File: src/rtl/fpu_pkg.sv
// Shared types for the FPU command sequencer: sizes, FSM encoding and the
// request payload carried through the command FIFO.
package fpu_pkg;

    localparam int OP_W   = 2;
    localparam int DATA_W = 32;

    typedef enum logic [1:0] {
        ST_IDLE  = 2'd0,
        ST_ISSUE = 2'd1,
        ST_WAIT  = 2'd2,
        ST_RESP  = 2'd3
    } state_e;

    // The tag width is a parameter of the top, so the tag is stored next to
    // this struct inside each FIFO entry rather than as a field of it.
    typedef struct packed {
        logic [OP_W-1:0]   op;
        logic [DATA_W-1:0] a;
        logic [DATA_W-1:0] b;
    } req_t;

endpackage

File: src/rtl/fpu_cmd_fifo.sv
// Synchronous FIFO with extra-MSB pointers; a push while full is accepted
// only when a pop happens in the same cycle.
module fpu_cmd_fifo #(
    parameter int DEPTH = 4,
    parameter int WIDTH = 8
) (
    input  logic             clk,
    input  logic             rst_n,
    input  logic             push,
    input  logic [WIDTH-1:0] wdata,
    input  logic             pop,
    output logic [WIDTH-1:0] rdata,
    output logic             full,
    output logic             empty
);

    localparam int AW = $clog2(DEPTH);

    logic [AW:0]      wr_ptr_q, wr_ptr_d;
    logic [AW:0]      rd_ptr_q, rd_ptr_d;
    logic [WIDTH-1:0] mem_q [DEPTH];
    logic             do_push;
    logic             do_pop;

    assign empty   = (wr_ptr_q == rd_ptr_q);
    assign full    = (wr_ptr_q[AW-1:0] == rd_ptr_q[AW-1:0]) &&
                     (wr_ptr_q[AW] != rd_ptr_q[AW]);
    assign do_pop  = pop && !empty;
    assign do_push = push && (!full || do_pop);
    assign rdata   = mem_q[rd_ptr_q[AW-1:0]];

    always_comb begin
        wr_ptr_d = wr_ptr_q;
        rd_ptr_d = rd_ptr_q;
        if (do_push) wr_ptr_d = wr_ptr_q + (AW+1)'(1);
        if (do_pop)  rd_ptr_d = rd_ptr_q + (AW+1)'(1);
    end

    always_ff @(posedge clk or negedge rst_n) begin
        if (!rst_n) begin
            wr_ptr_q <= '0;
            rd_ptr_q <= '0;
        end else begin
            wr_ptr_q <= wr_ptr_d;
            rd_ptr_q <= rd_ptr_d;
        end
    end

    always_ff @(posedge clk) begin
        if (do_push) mem_q[wr_ptr_q[AW-1:0]] <= wdata;
    end

endmodule

File: src/rtl/fpu_cmd_sequencer.sv
// Front-end for the FPU datapath: buffers requests, issues them one at a time
// with a start pulse and stable operands, and returns result/tag/error.
module fpu_cmd_sequencer
    import fpu_pkg::*;
#(
    parameter int DEPTH   = 4,
    parameter int TAG_W   = 4,
    parameter int TIMEOUT = 1024
) (
    input  logic              clk,
    input  logic              rst_n,
    input  logic              req_valid,
    output logic              req_ready,
    input  logic [OP_W-1:0]   req_op,
    input  logic [DATA_W-1:0] req_a,
    input  logic [DATA_W-1:0] req_b,
    input  logic [TAG_W-1:0]  req_tag,
    output logic              dp_start,
    output logic [OP_W-1:0]   dp_alu_control,
    output logic [DATA_W-1:0] dp_a,
    output logic [DATA_W-1:0] dp_b,
    input  logic [DATA_W-1:0] dp_result,
    input  logic              dp_done,
    output logic              rsp_valid,
    input  logic              rsp_ready,
    output logic [DATA_W-1:0] rsp_result,
    output logic [TAG_W-1:0]  rsp_tag,
    output logic              rsp_err,
    output logic              busy,
    output logic [1:0]        dbg_state
);

    localparam int ENTRY_W = $bits(req_t) + TAG_W;
    localparam int CNT_W   = $clog2(TIMEOUT);

    logic               fifo_full;
    logic               fifo_empty;
    logic               fifo_pop;
    logic [ENTRY_W-1:0] fifo_rdata;
    req_t               head_req;
    logic [TAG_W-1:0]   head_tag;

    state_e             state_q, state_d;
    logic [CNT_W-1:0]   cnt_q, cnt_d;
    logic               dp_start_q, dp_start_d;
    logic [OP_W-1:0]    op_q, op_d;
    logic [DATA_W-1:0]  a_q, a_d;
    logic [DATA_W-1:0]  b_q, b_d;
    logic [TAG_W-1:0]   tag_q, tag_d;
    logic               rsp_valid_q, rsp_valid_d;
    logic [DATA_W-1:0]  rsp_result_q, rsp_result_d;
    logic               rsp_err_q, rsp_err_d;

    fpu_cmd_fifo #(
        .DEPTH (DEPTH),
        .WIDTH (ENTRY_W)
    ) u_fifo (
        .clk   (clk),
        .rst_n (rst_n),
        .push  (req_valid && !fifo_full),
        .wdata ({req_tag, req_op, req_a, req_b}),
        .pop   (fifo_pop),
        .rdata (fifo_rdata),
        .full  (fifo_full),
        .empty (fifo_empty)
    );

    assign {head_tag, head_req} = fifo_rdata;

    // The counter is zero during ISSUE and equals k in the k-th WAIT cycle,
    // so the timeout fires TIMEOUT cycles after the start pulse.
    always_comb begin
        state_d      = state_q;
        cnt_d        = cnt_q;
        dp_start_d   = 1'b0;
        op_d         = op_q;
        a_d          = a_q;
        b_d          = b_q;
        tag_d        = tag_q;
        rsp_valid_d  = rsp_valid_q;
        rsp_result_d = rsp_result_q;
        rsp_err_d    = rsp_err_q;
        fifo_pop     = 1'b0;
        case (state_q)
            ST_IDLE: begin
                cnt_d = '0;
                if (!fifo_empty) begin
                    fifo_pop   = 1'b1;
                    op_d       = head_req.op;
                    a_d        = head_req.a;
                    b_d        = head_req.b;
                    tag_d      = head_tag;
                    dp_start_d = 1'b1;
                    state_d    = ST_ISSUE;
                end
            end
            ST_ISSUE: begin
                cnt_d   = cnt_q + CNT_W'(1);
                state_d = ST_WAIT;
            end
            ST_WAIT: begin
                if (dp_done) begin
                    rsp_result_d = dp_result;
                    rsp_err_d    = 1'b0;
                    rsp_valid_d  = 1'b1;
                    state_d      = ST_RESP;
                end else if (cnt_q == CNT_W'(TIMEOUT - 1)) begin
                    rsp_result_d = '0;
                    rsp_err_d    = 1'b1;
                    rsp_valid_d  = 1'b1;
                    state_d      = ST_RESP;
                end else begin
                    cnt_d = cnt_q + CNT_W'(1);
                end
            end
            ST_RESP: begin
                if (rsp_ready) begin
                    rsp_valid_d = 1'b0;
                    state_d     = ST_IDLE;
                end
            end
            default: state_d = ST_IDLE;
        endcase
    end

    always_ff @(posedge clk or negedge rst_n) begin
        if (!rst_n) begin
            state_q      <= ST_IDLE;
            cnt_q        <= '0;
            dp_start_q   <= 1'b0;
            op_q         <= '0;
            a_q          <= '0;
            b_q          <= '0;
            tag_q        <= '0;
            rsp_valid_q  <= 1'b0;
            rsp_result_q <= '0;
            rsp_err_q    <= 1'b0;
        end else begin
            state_q      <= state_d;
            cnt_q        <= cnt_d;
            dp_start_q   <= dp_start_d;
            op_q         <= op_d;
            a_q          <= a_d;
            b_q          <= b_d;
            tag_q        <= tag_d;
            rsp_valid_q  <= rsp_valid_d;
            rsp_result_q <= rsp_result_d;
            rsp_err_q    <= rsp_err_d;
        end
    end

    assign req_ready      = !fifo_full;
    assign dp_start       = dp_start_q;
    assign dp_alu_control = op_q;
    assign dp_a           = a_q;
    assign dp_b           = b_q;
    assign rsp_valid      = rsp_valid_q;
    assign rsp_result     = rsp_result_q;
    assign rsp_tag        = tag_q;
    assign rsp_err        = rsp_err_q;
    assign busy           = (state_q != ST_IDLE) || !fifo_empty;
    assign dbg_state      = state_q;

endmodule

File: config.mk
export PLATFORM = sky130hd
export DESIGN_NAME = fpu_cmd_sequencer
export DESIGN_NICKNAME = d
export VERILOG_FILES = /design/src/rtl/fpu_pkg.sv /design/src/rtl/fpu_cmd_fifo.sv /design/src/rtl/fpu_cmd_sequencer.sv
export SDC_FILE = /design/constraint.sdc
export NUM_CORES = 1
export LEC_CHECK = 0
export BUFFER_PORTS_ARGS = -buffer_cell sky130_fd_sc_hd__clkbuf_2
export CORE_ASPECT_RATIO = 1.5
export CORE_MARGIN = 2
export CORE_UTILIZATION = 60
export CTS_CLUSTER_DIAMETER = 150
export DETAILED_ROUTE_END_ITERATION = 10
export HOLD_SLACK_MARGIN = 0.05
export PLACE_DENSITY = 0.79
export SYNTH_ARGS = -nofsm -noshare
export SYNTH_HDL_FRONTEND = slang
export SYNTH_SLANG_ARGS = --single-unit
File: constraint.sdc
create_clock -name clk -period 7.4 [get_ports clk]
set_input_delay 1.48 -clock clk [delete_from_list [all_inputs] [get_ports clk]]
set_output_delay 1.48 -clock clk [all_outputs]
set_load 0.02 [all_outputs]
==> Word level (Yosys, flattened, before mapping) <==
Memories as Yosys holds them, arrays and structs flattened. A register that Yosys moved wholly into a read port is not among the register bits.
Index checks and enable logic that the tools add are counted.
{ "totals": {"mem_bits_rw": 280, "reg_bits": 53, "memories": 1, "word_cells": 63} }
{ "mem_list": {"columns": ["name", "depth", "width", "rd", "rd_clocked_by_memory_dff", "write_ports", "line_no", "text"], "rows": [
  ["u_fifo.mem_q", 4, 70, 1, 1, 1, "fpu_cmd_fifo.sv:21", "logic [WIDTH-1:0] mem_q [DEPTH];"]
]} }
{ "op_classes": {"eq_ne": 12, "muxes": 19, "reduce_logical": 19, "bitwise": 1, "n_addsub": 3} }
{ "op_table": {"columns": ["op", "count"], "rows": [
  ["$mux W32", 2],
  ["$pmux W10 S3", 1],
  ["$mux W10", 2],
  ["$add A10 B1 Y10 const B", 1],
  ["$eq A10 B10 Y1 const B", 1],
  ["$reduce_and A3 Y1", 3],
  ["$mux W1", 8],
  ["$mux W2", 4],
  ["$ne A2 B2 Y1 const B", 4],
  ["$pmux W2 S4", 1],
  ["$add A3 B1 Y3 const B", 2],
  ["$reduce_bool A2 Y1", 3],
  ["$eq A2 B2 Y1 const B", 2],
  ["$logic_and A1 B1 Y1", 4],
  ["$reduce_and A2 Y1", 2],
  ["$eq A3 B3 Y1", 1],
  ["$logic_not A1 Y1", 3],
  ["$ne A3 B3 Y1 const B", 1],
  ["$reduce_bool A3 Y1", 1],
  ["$eq A2 B1 Y1 const B", 1],
  ["$eq A2 B2 Y1", 1],
  ["$logic_not A2 Y1", 1],
  ["$logic_or A1 B1 Y1", 2],
  ["$pmux W1 S2", 1],
  ["other kinds (2)", 2]
]} }

==> Longest topological paths before layout <==
{ "logic_depth": {"depth_word": 8, "depth_mapped": 10} }

==> Hierarchy <==
Synthesis repeated with hierarchy kept, for this count alone.
{ "unflattened": {"cells_unflattened": 727, "area_unflattened_um2": 15165.8} }
{ "by_module_without_submodules": {"columns": ["mod", "cells_per_inst", "instances", "area_per_inst_um2"], "rows": [
  ["fpu_cmd_fifo", 412, 1, 10511.3],
  ["fpu_cmd_sequencer", 315, 1, 4654.5]
]} }

==> Worst setup path after synthesis <==
OpenSTA, ideal clock, no wires.
{ "synth_timing": {"path_kind": "in2reg", "start": "input port req_valid", "end": "memory u_fifo.mem_q[3][0] (netlist bit), enable pin", "required_time_ns": 6.963, "path_stages": 2, "path_buffers": 0, "setup_slack_ns": 3.426, "arrival_ns": 3.536, "path_cell_list": "a21boi_1 -> and2_1"} }
{ "synth_via": {"elab_chain_cells": 4} }
{ "synth_lines": {"columns": ["element", "line_no", "text"], "rows": [
  ["start: declaration", "fpu_cmd_sequencer.sv:12", "input logic req_valid,"],
  ["$logic_and A1 B1 Y1", "fpu_cmd_sequencer.sv:60", ".push (req_valid && !fifo_full),"],
  ["$logic_and A1 B1 Y1", "fpu_cmd_fifo.sv:29", "assign do_push = push && (!full || do_pop);"],
  ["$mux W1", "fpu_cmd_fifo.sv:50", "if (do_push) mem_q[wr_ptr_q[AW-1:0]] <= wdata;"],
  ["$mux W1 (not written as such)", "fpu_cmd_fifo.sv:50", null],
  ["end: declaration", "fpu_cmd_fifo.sv:21", null]
]} }
Every way passes these cells.

==> Worst setup path in the final report <==
{ "layout_timing": {"start": "register u_fifo.rd_ptr_q[1]", "end": "output port busy"} }
{ "layout_via": {"elab_chain_cells": 3} }
{ "layout_lines": {"columns": ["element", "line_no", "text"], "rows": [
  ["start: declaration", "fpu_cmd_fifo.sv:20", "logic [AW:0] rd_ptr_q, rd_ptr_d;"],
  ["start signal: assignment", "fpu_cmd_fifo.sv:45", "rd_ptr_q <= rd_ptr_d;"],
  ["$eq A3 B3 Y1", "fpu_cmd_fifo.sv:25", "assign empty = (wr_ptr_q == rd_ptr_q);"],
  ["$logic_not A1 Y1", "fpu_cmd_sequencer.sv:161", "assign busy = (state_q != ST_IDLE) || !fifo_empty;"],
  ["$logic_or A1 B1 Y1", "fpu_cmd_sequencer.sv:161", null],
  ["end: declaration", "fpu_cmd_sequencer.sv:29", "output logic busy,"]
]} }
Every way passes these cells.

==> results.yml <==
outcome:
  status: "completed"
grt:
  grt_usage: 0.218
  met1_usage: 0.270
  gr-usage-met3: 0.0462
  met2_usage: 0.381
  antenna_found_initial: 2
  first_global_vias: 7684
  grt_overflow: 0
  grt-busiest-layer: "met2"
  grt_max_degree: 74
  grt_pass1_wl_um: 43000
cells_and_area:
  nNetsFinal: 1060
  postLayoutCellArea_sq_um: 17600
  regArea_sq_um: 11500
  stdcell_count: 1294
  nFillCells: 1471
  multiInputGateArea_sq_um: 3340
  final_util: 0.719
  drive_above_1_share: 0.433
  area_growth_pct: 17.2
timing:
  report.final.slew_viol_count: 0
  timing.final.crit_share: 0.543
  hold_violations: 0
  worst_clock_skew_ps: 9.58
  fin_crit_ps: 4020
  whs_ps: 497
  max_freq_mhz: 249
  relSlewSlack: 0.285
  finalSetupViolations: 0
  rsz0062_at_grt: "false"
  tns_ps: 0
  tightest_slew_ps: 1070
setup_path:
  crit_chain: "xor2_1, nor2_1, nand3_1, clkbuf_2"
  critPathKind: "flop to primary output"
  arrival_ps: 2540
  crit_path_start_kind: "flop"
  r2r-start: "u_fifo.rd_ptr_q[1]"
  reg2reg_to: "u_fifo.mem_q[2][68]"
  worst_setup_path_end_kind: "primary output"
  r2r_setup_slack_ps: 3850
  critPathMaxFanout: 73
  rr_worst_depth: 4
  worst_path_largest_cell_delay_ps: 1110
  crit_slowest_cell: "dfrtp_4"
  worstPathRequired_ps: 5920
routing:
  drt_iter0_drc: 299
  drt_wl_total_um: 28000
  vias_per_cell: 5.72
  firstDrtPassIters: 4
  drcViolationCount: 0
  ant_nets: 0
  route.vias.total: 7402
  wire_per_inst_um: 21.6
place:
  portBuffers: 215
  dp.cells: 1228
  gp_congestion: 0.776
  dpl.hpwl_um: 16600
  place_area_sq_um: 16400
yosys:
  synthesis.nets: 837
  synth-seq-cells: 403
  synth.area.mux_share: 0.158
  synth_cells: 719
  synth_compound_area_frac: 0.0308
  synth-xor-area-share: 0.00467
  yosysWarnings: 0
  netlist_area_sq_um: 15000
  synth_ff_type: "edfxtp_1"
  synth_edf_count: 280
  seq_area_frac_synth: 0.766
  synthSimpleGateAreaFrac: 0.0197
  synth_cell_types: 39
  synth_top_family_by_area: "multiplexers"
  synth-async-reset-ratio: 0.305
  synthAdderAreaFrac: 0.00918
  syn_area_per_cell_sq_um: 20.9
clock_tree:
  cts_tree: "built"
  cts_hold_buffers: 0
  clk_pin_slew_ps: 60
  numClockSinks: 403
  ctsRootBufferMaster: "clkbuf_16"
  cts-buffers-inserted: 36
  cts_resized: 0
  clk_path_buf_depth: 3
  clk_latency_ps: 510
  postCtsSetupBuffers: 0
  h-tree-depth: 2
floorplan:
  die_h_um: 198
  dieArea_sq_um: 26300
  ios: 216
  initial_core_util: 0.614
  fp-row-count: 70
  fp.dieW_um: 133
  core_area_sq_um: 24400
pwr:
  p_leak_nw: 6.72
  power.density_nw_per_um2: 446
  ir_worst_vdd_mv: 0.358
worst_hold_path:
  hp-class: "flop to flop"
  holdPathStages: 1
  holdPathEnd: "rsp_result[30]"
  hp-start: "rsp_result[30]"
job:
  cap_violations: 0
[sequential cells by signal, indices dropped and copies added, names as in the netlist, 3 cells and up]
signal           flops
cnt_q               10
rsp_result          32
dp_b                32
u_fifo.wr_ptr_q      3
u_fifo.mem_q       280
rsp_tag              4
dp_a                32
u_fifo.rd_ptr_q      3
[cells by family (layout without fill, tap and decap cells)]
group / count (synthesis) / in the layout
flip-flops: 403 / 403
multiplexers: 140 / 140
AND/OR/NAND/NOR: 59 / 59
AO/OA/AOI/OAI: 57 / 57
buffers and inverters: 41 / 290
adder cells (fa/ha/maj): 11 / 11
XOR/XNOR: 8 / 8
other: 0 / 2
[cell usage after synthesis (2+ instances only)]
cell      number  area share
buf_6          2      0.0015
and2_1         4      0.0017
inv_1          8      0.0020
a21oi_1        6      0.0020
mux4_2        70        0.11
nand4b_1       2      0.0012
or3_1          2     0.00083
nand3_1        9      0.0030
dfrtp_1      123        0.21
xor2_1         4      0.0023
o21ai_0        8      0.0027
clkbuf_1      16      0.0040
ha_1          11      0.0092
mux2_2        70       0.053
nand2_1       25      0.0063
edfxtp_1     280        0.56
nor2_1         7      0.0018
buf_1          4      0.0010
xnor2_1        4      0.0023
o211ai_1       2      0.0010
a22o_1        34       0.020
buf_2         11      0.0037
[per-stage QoR]
stage	total power [W]	setup slack [ps]
global placement	0.00596	3850
global route	0.00822	3160
CTS	0.00794	3280
floorplan	0.00526	3430
finish	0.00784	3380
detailed placement	0.00605	3810
[how the worst max path moves through the flow]
stage	endpoint	start	slack, ps	cells past startpoint
floorplan	u_fifo.mem_q[3][0]	req_valid	3430	2
global placement	busy	u_fifo.rd_ptr_q[1]	3850	4
detailed placement	u_fifo.mem_q[3][48]	u_fifo.rd_ptr_q[1]	3810	4
CTS	busy	u_fifo.rd_ptr_q[1]	3280	4
global route	busy	u_fifo.rd_ptr_q[1]	3160	4
finish	busy	u_fifo.rd_ptr_q[1]	3380	4
[where the power goes]
group / internal, W / switching [W]
logic: 0.00111 / 0.00132
clock network: 0.00111 / 0.000762
registers: 0.00314 / 0.000396
[cell type report]
type | count | share of cell area
Antenna cell | 2 | 0.000285
Clock buffer | 53 | 0.0590
Clock inverter | 11 | 0.00897
Inverter | 8 | 0.00171
Multi-Input combinational cell | 275 | 0.190
Sequential cell | 403 | 0.654
Tap cell | 324 | 0.0231
Timing Repair Buffer | 218 | 0.0629
[routing by layer]
layer / share of wire / wire (um)
met5: 0 / 0
met4: 0.031 / 869
met3: 0.062 / 1750
met2: 0.53 / 14900
met1: 0.37 / 10500
[placed cells by master (no fill, tap or decap), drive strengths merged, types with 9 or more instances in the layout]
| master | Yosys | routed |
|---|---|---|
| edfxtp | 280 | 280 |
| clkbuf | 16 | 267 |
| dfrtp | 123 | 123 |
| mux4 | 70 | 70 |
| mux2 | 70 | 70 |
| a22o | 34 | 34 |
| nand2 | 25 | 25 |
| ha | 11 | 11 |
| nand3 | 9 | 9 |
[worst max-delay path: cells and delay by family (launching register included)]
| kind | cells | cell delay (ps) |
|---|---|---|
| buffers and inverters | 1 | 170 |
| flip-flops | 1 | 1110 |
| AND/OR/NAND/NOR | 2 | 460 |
| XOR/XNOR | 1 | 260 |
Power figures use the tool's default switching activity.
